File: src/rtl/n_bit_seq_divmod.sv
// Sequential restoring divider with quotient/modulus outputs, signed/unsigned
// modes, valid/ready handshakes on both sides and result status flags.
module n_bit_seq_divmod #(
  parameter int N = 8
) (
  input  logic         clk,
  input  logic         rst_n,
  input  logic         in_valid,
  output logic         in_ready,
  input  logic [N-1:0] dividend,
  input  logic [N-1:0] divisor,
  input  logic         signed_mode,
  output logic         out_valid,
  input  logic         out_ready,
  output logic [N-1:0] quotient,
  output logic [N-1:0] modulus,
  output logic         zero_flag,
  output logic         negative_flag,
  output logic         overflow_flag,
  output logic         carry_flag
);

  localparam int CW = (N > 2) ? $clog2(N) : 1;
  localparam logic [N-1:0] MIN_NEG = {1'b1, {(N-1){1'b0}}};

  typedef enum logic [1:0] {IDLE, CALC, FIX, DONE} state_t;

  state_t state, next_state;

  logic [CW-1:0] cnt;
  logic [N-1:0]  work_q, dvs_mag, rem;
  logic          q_neg, r_neg, sm_r;

  logic          accept, div_zero, sgn_ovf;
  logic [N-1:0]  dvd_abs, dvs_abs;
  logic [N:0]    rem_sh, diff;
  logic          take;
  logic [N-1:0]  res_q, res_r;
  logic          res_ovf, res_sm, load;

  assign accept   = in_valid && (state == IDLE);
  assign div_zero = (divisor == '0);
  assign sgn_ovf  = signed_mode && (dividend == MIN_NEG) && (divisor == '1);
  assign dvd_abs  = (signed_mode && dividend[N-1]) ? -dividend : dividend;
  assign dvs_abs  = (signed_mode && divisor[N-1])  ? -divisor  : divisor;

  // The remainder register stays below the divisor, so N bits hold it; the
  // shifted value and the trial difference need N+1. A set diff[N] means borrow.
  assign rem_sh = {rem, work_q[N-1]};
  assign diff   = rem_sh - {1'b0, dvs_mag};
  assign take   = !diff[N];

  always_ff @(posedge clk or negedge rst_n) begin
    if (!rst_n) state <= IDLE;
    else        state <= next_state;
  end

  always_comb begin
    next_state = state;
    case (state)
      IDLE: if (accept) next_state = (div_zero || sgn_ovf) ? DONE : CALC;
      CALC: if (cnt == CW'(N-1)) next_state = FIX;
      FIX:  next_state = DONE;
      DONE: if (out_ready) next_state = IDLE;
      default: next_state = IDLE;
    endcase
  end

  always_comb begin
    in_ready  = (state == IDLE);
    out_valid = (state == DONE);
  end

  always_comb begin
    res_q   = '0;
    res_r   = '0;
    res_ovf = 1'b0;
    res_sm  = sm_r;
    load    = 1'b0;
    if (accept && div_zero) begin
      res_q   = '1;
      res_r   = dividend;
      res_ovf = 1'b1;
      res_sm  = signed_mode;
      load    = 1'b1;
    end else if (accept && sgn_ovf) begin
      res_q   = dividend;
      res_ovf = 1'b1;
      res_sm  = signed_mode;
      load    = 1'b1;
    end else if (state == FIX) begin
      res_q = q_neg ? -work_q : work_q;
      res_r = r_neg ? -rem : rem;
      load  = 1'b1;
    end
  end

  always_ff @(posedge clk or negedge rst_n) begin
    if (!rst_n) begin
      cnt           <= '0;
      work_q        <= '0;
      dvs_mag       <= '0;
      rem           <= '0;
      q_neg         <= 1'b0;
      r_neg         <= 1'b0;
      sm_r          <= 1'b0;
      quotient      <= '0;
      modulus       <= '0;
      zero_flag     <= 1'b0;
      negative_flag <= 1'b0;
      overflow_flag <= 1'b0;
      carry_flag    <= 1'b0;
    end else begin
      if (accept && !div_zero && !sgn_ovf) begin
        work_q  <= dvd_abs;
        dvs_mag <= dvs_abs;
        rem     <= '0;
        cnt     <= '0;
        q_neg   <= signed_mode && (dividend[N-1] ^ divisor[N-1]);
        r_neg   <= signed_mode && dividend[N-1];
        sm_r    <= signed_mode;
      end else if (state == CALC) begin
        rem    <= take ? diff[N-1:0] : rem_sh[N-1:0];
        work_q <= {work_q[N-2:0], take};
        cnt    <= cnt + 1'b1;
      end
      if (load) begin
        quotient      <= res_q;
        modulus       <= res_r;
        zero_flag     <= (res_r == '0);
        negative_flag <= res_sm && res_r[N-1];
        overflow_flag <= res_ovf;
        carry_flag    <= (res_q == '0) && !res_ovf;
      end
    end
  end

endmodule

File: config.mk
export PLATFORM = sky130hd
export DESIGN_NAME = n_bit_seq_divmod
export DESIGN_NICKNAME = d
export VERILOG_FILES = /design/src/rtl/n_bit_seq_divmod.sv
export SDC_FILE = /design/constraint.sdc
export NUM_CORES = 1
export LEC_CHECK = 0
export CAP_MARGIN = 5
export CELL_PAD_IN_SITES_DETAIL_PLACEMENT = 1
export CELL_PAD_IN_SITES_GLOBAL_PLACEMENT = 2
export CORE_ASPECT_RATIO = 1.1
export CORE_MARGIN = 8
export CORE_UTILIZATION = 34
export DETAILED_ROUTE_END_ITERATION = 12
export MAX_ROUTING_LAYER = met4
export PLACE_DENSITY_LB_ADDON = 0.1
export SLEW_MARGIN = 40
export SYNTH_ARGS = -nofsm -noshare
export SYNTH_HDL_FRONTEND = slang
export SYNTH_SLANG_ARGS = --single-unit
File: constraint.sdc
create_clock -name clk -period 3.16 [get_ports clk]
set_input_delay 0.474 -clock clk [delete_from_list [all_inputs] [get_ports clk]]
set_output_delay 0.474 -clock clk [all_outputs]
set_load 0.03 [all_outputs]
==> reports/metrics.cfg, run 1 <==
[outcome]
status=finished, final reports clean

[sta]
tightest_slew_ps=680.6
finalCritPeriodShare_pct=83.07
clock.fmax_mhz=380.9
fin_crit_ps=2625
maxSlewViolCount=0
hold_violations=0
setup_violations=0
skew_ps=4.248
rsz0062_at_grt=no
tns_ps=0
max_slew_margin_pct=54.62
hold_ws_ps=301.8

[placed_design]
hpwl_um=8063
routabilityCongestion=0.7392
portBuffers=42

[worst_setup_path]
r2r-start=work_q[7]$_DFFE_PN0P_
cpMaxStageDelayCell=fa_1
crit_path_end_kind=flop
crit_fanout=9
arrival_ps=2840
crit_buf_inv=1
r2r_end=rem[1]$_DFFE_PN0P_
crit_start=work_q[7]$_DFFE_PN0P_
cp_cell_sequence=inv_1, ha_1, fa_1, nor2b_1, o2111ai_1, a211o_1, nand3_2, mux2_2, a21oi_1
ff2ff_path_depth=9
r2r_setup_slack_ps=530
setup.worst_path.start_class=flop
critPathTopFamily=compound AO/OA/AOI/OAI gates
slowest_delay_ps=410
critical_path_class=reg2reg
cp.required_ps=3380

[synth]
synth_common_cells=dfrtp_1, o21ai_0, nand2_1
synth_cell_types=51
yosysTopAreaCell=dfrtp_1
ys_warn_count=0
async_reset_ff_share_pct=100.0
syn_inst=399
ys_seq_elements=52
yosysMostFrequentCell=dfrtp_1
synthFlopType=dfrtp_1
netlist_area_um2=3510
synth_edf_count=0
syn-mean-instance-area_um2=8.796
seq_area_frac_synth_pct=37.08
synth_top_area_share_pct=37.08
ys_top_cells_by_area=dfrtp_1, ha_1, o21ai_0
syn-num-nets=441

[finish]
drive_above_1_share_pct=7.483
syn2layout_area_growth_pct=21.07
nNetsFinal=482
n_fill_cell=1196
num_antenna_cells=0

[clock_tree]
clk-insertion-delay-late_ps=290
cts_buffer_depth=2
cts_resized=0
cts.sinks=52
numCtsBuffers=5
root_buffer=clkbuf_16
postCtsSetupRepairBufs=0
htree_num_levels=2
cts_hold_buf=0
cts_tree=built
path_clk_slew_ps=70

[global_routing]
antenna_found_initial=0
grt_max_degree=53
gr-total-overflow=0
groute.usage.overall_pct=15.64
grt_first_pass_wirelength_um=16800
grt_pass1_vias=3236

[power]
power.static_leakage_nw=1.833
irDropWorstVdd_uv=436.6
p_per_area_nw_per_um2=1119
power_w=0.004753

[floorplanning]
core_um2=10200
pin_count=43
die_h_um=122.6
fp.dieArea_um2=13830
start_util_pct=34.41
rows=39
die_x_um=112.9

[routing]
ant_nets=0
drtIter0Drc=75
dr_total_vias=3030
drc_errors=0
routed_via_density=5.372
wl_per_cell_um=17.92
firstDrtPassIters=4
wirelength_um=10110

[min_path]
min_path_type=in2async

[job]
maxCapViolations=0

cell families after synthesis:
| family | after synthesis | synth area share, % |
|---|---|---|
| simple gates | 112 | 15.69 |
| compound gates | 110 | 19.29 |
| fa+ha+maj | 21 | 7.701 |
| xor+xnor | 30 | 7.487 |
| flops | 52 | 37.08 |
| buf+inv | 48 | 5.205 |
| mux | 26 | 7.558 |
sequential cells by signal, indices dropped and copies added, names as in the netlist, 2 cells and up:
| signal | cells |
|---|---|
| cnt | 3 |
| dvs_mag | 8 |
| modulus | 8 |
| quotient | 8 |
| rem | 8 |
| state | 2 |
| work_q | 8 |
final cells by class:
type                            instances  area [um^2]  share of cell area, %
Tap cell                              123        153.9                  3.622
Clock buffer                            7        142.6                  3.357
Timing Repair Buffer                   56        520.5                  12.25
Sequential cell                        52         1301                  30.62
Inverter                               26        97.59                  2.297
Clock inverter                          1        7.507                 0.1767
Multi-Input combinational cell        299         2026                  47.67
worst max path at each step:
stage / end / cells past startpoint
6_report: rem[1]$_DFFE_PN0P_ / 9
5_1_grt: rem[0]$_DFFE_PN0P_ / 7
4_1_cts: rem[1]$_DFFE_PN0P_ / 8
3_5_place_dp: modulus[7]$_DFFE_PN0P_ / 7
3_3_place_gp: zero_flag$_DFFE_PN0P_ / 9
2_1_floorplan: rem[0]$_DFFE_PN0P_ / 9
cell usage in the layout (no fill, tap or decap), drive strengths merged, types with 3 or more instances in the layout:
cell	synthesis	final
inv	26	26
o21ai	48	48
o211ai	4	4
xnor2	11	11
mux2	4	4
o22ai	4	4
nor2	23	23
o31ai	5	5
ha	20	20
nor4	3	3
a21oi	21	21
nand2b	4	4
nor3b	3	3
clkdlybuf4s50	0	41
clkbuf	19	7
buf	3	15
nor2b	7	7
or3	3	3
xor2	19	19
a22o	5	5
nor3	8	8
o21a	4	4
nand3	8	8
a31oi	5	5
nand2	42	42
or2	3	3
dfrtp	52	52
mux2i	22	22
where the power goes:
group / switching (W) / internal, W
logic: 0.00160 / 0.00127
clock network: 0.000245 / 0.000316
registers: 0.000336 / 0.000985
total: 0.00218 / 0.00258
layer usage:
metal  GRT usage, %  routed length, um  part of all wire [%]  vias up
met5              -                  0                     0        -
met4          3.250                 78                  0.77        0
met3          2.707                269                   2.7        5
met2          27.74               5179                    51       45
met1          18.27               4581                    45     1500
li1               -                  -                     -     1480
metrics by stage:
| stage | setup WS [ps] | instances | utilization [%] | area, um^2 |
|---|---|---|---|---|
| after floorplan | 857.1 | 399 | - | 3510 |
| after global placement | 352.1 | 556 | 40.19 | 4099 |
| after detailed placement | 289.5 | 556 | 40.19 | 4099 |
| after CTS | 494.5 | 564 | 41.66 | 4249 |
| after global routing | 337.3 | 564 | 41.66 | 4249 |
| final | 534.9 | 564 | 41.66 | 4249 |
Power figures use the tool's default switching activity.
==> run 2: changes to the inputs <==
==> constraint.sdc (replaced) <==
create_clock -name clk -period 2.7 [get_ports clk]
set_input_delay 0.405 -clock clk [delete_from_list [all_inputs] [get_ports clk]]
set_output_delay 0.405 -clock clk [all_outputs]
set_load 0.03 [all_outputs]
==> run 2 against run 1 <==
  * Critical path depth decreased by 1
  * Critical endpoint is now rem[0]$_DFFE_PN0P_
  * Core utilization grew 1.8 points
  * Die area unchanged
  * Clock-buffer cell count unchanged
  * Cell count up 3.0%
  * First-iteration DRC count increased by 4.0%
  * Sequential share of layout area decreased by 1.3 points
  * Sequential power rose by 14%
  * Clock skew is 3.1 ps higher
  * Largest cell class unchanged
==> reports/metrics.cfg, run 2 (synthesized netlist as in run 1, its figures left out) <==
[outcome]
status=finished, final reports clean

[finish]
syn2layout_area_growth_pct=26.27
final_common_cell=dfrtp_1
final_cell_mix=dfrtp_1, o21ai_0, nand2_1
drive_above_1_share_pct=11.14
num_antenna_cells=0
nNetsFinal=500

[power]
p_sw_w=0.002639
power_w=0.005774
clkPwrFrac_pct=11.7
internal-power_w=0.003135
pwr-share-comb_pct=62.2
irDropWorstVdd_uv=399.9
p_seq_share_pct=26.1
p_per_area_nw_per_um2=1303
power.static_leakage_nw=1.940
swShare_pct=45.70

[sta]
tightest_slew_ps=632.0
rsz0062_at_grt=no
maxSlewViolCount=0
fin_crit_ps=2495
worst_slack_ps=205.1
clock.fmax_mhz=400.8
finalCritPeriodShare_pct=92.41
max_slew_margin_pct=57.87
tns_ps=0
hold_violations=0
skew_ps=7.323
setup_violations=0
hold_ws_ps=128.8

[routing]
routed_via_density=5.299
firstDrtPassIters=4
drtIter0Drc=78
drc_errors=0
wl_per_cell_um=18.03
wirelength_um=10480
dr_total_vias=3079
ant_nets=0

[global_routing]
grt_max_degree=29
grt_first_pass_wirelength_um=17460
grt_pass1_vias=3316
gr-total-overflow=0
antenna_found_initial=0
groute.usage.overall_pct=16.32

[worst_setup_path]
critPathCapture=rem[0]$_DFFE_PN0P_
crit_cells=8
critical_path_class=reg2reg
r2r_end=rem[0]$_DFFE_PN0P_
arrival_ps=2710
r2r-start=dvs_mag[6]$_DFFE_PN0P_
ff2ff_path_depth=8
cpMaxStageDelayCell=a311oi_1
cp.required_ps=2910
slowest_delay_ps=420
crit_fanout=9
critPathTopFamily=compound AO/OA/AOI/OAI gates
cp_cell_sequence=inv_1, ha_1, o21ai_0, o22ai_1, a311oi_1, nand3_4, mux2_2, a21oi_1
setup.worst_path.start_class=flop
r2r_setup_slack_ps=210
crit_buf_inv=1
crit_path_end_kind=flop
crit_start=dvs_mag[6]$_DFFE_PN0P_

[clock_tree]
cts_tree=built
path_clk_slew_ps=70
htree_num_levels=2
cts_hold_buf=0
cts_buffer_depth=2
clk-insertion-delay-late_ps=290
numCtsBuffers=5
cts_resized=0
cts.sinks=52
postCtsSetupRepairBufs=0
root_buffer=clkbuf_16

[floorplanning]
core_um2=10200
die_h_um=122.6
pin_count=43
die_x_um=112.9
start_util_pct=34.41
fp.dieArea_um2=13830
rows=39

[placed_design]
portBuffers=42
dpl_worst_slack_ps=142.1
hpwl_um=8409
routabilityCongestion=0.7997

[job]
maxCapViolations=0

[min_path]
min_path_type=in2async

-- run 2: metrics by stage --
stage               instance area (um^2)  std cells  util (%)
detailed placement                  4272        574     41.88
global placement                    4272        574     41.88
floorplan                           3510        399         -
global route                        4432        581     43.45
CTS                                 4424        581     43.38
finish                              4432        581     43.45
-- run 2: worst reg2reg max path, cell delays in order (launching register included) --
cell,delay [ps]
dfrtp_1,340
inv_1,70
ha_1,350
o21ai_0,400
o22ai_1,150
a311oi_1,420
nand3_4,220
mux2_2,320
a21oi_1,160
-- run 2: worst min-delay path by stage --
stage,to
3_5_place_dp,modulus[5]$_DFFE_PN0P_
5_1_grt,modulus[5]$_DFFE_PN0P_
2_1_floorplan,carry_flag$_DFFE_PN0P_
4_1_cts,modulus[5]$_DFFE_PN0P_
3_3_place_gp,modulus[5]$_DFFE_PN0P_
6_report,modulus[5]$_DFFE_PN0P_
-- run 2: metal layers --
| metal | global-route usage [%] | share of wire (%) | wire (um) |
|---|---|---|---|
| met1 | 20.04 | 48 | 4995 |
| met4 | 3.500 | 0.87 | 91 |
| met2 | 27.85 | 49 | 5139 |
| met3 | 2.559 | 2.4 | 252 |
| met5 | - | 0 | 0 |
-- run 2: power by group through the flow --
stage	sequential [W]	clock, W	combinational, W
2_1_floorplan	0.00164	0	0.00231
6_report	0.00151	0.000678	0.00359
3_5_place_dp	0.00152	0	0.00360
5_1_grt	0.00157	0.000730	0.00398
4_1_cts	0.00151	0.000696	0.00362
3_3_place_gp	0.00151	0	0.00352
-- run 2: final cells by class --
cell class / instances / area (um^2)
flip-flops and latches: 52 / 1301
fillers: 1188 / 5767
repair buffers: 74 / 693.2
clock buffers: 7 / 152.6
inverters: 26 / 97.59
well taps: 123 / 153.9
multi-input cells: 299 / 2033
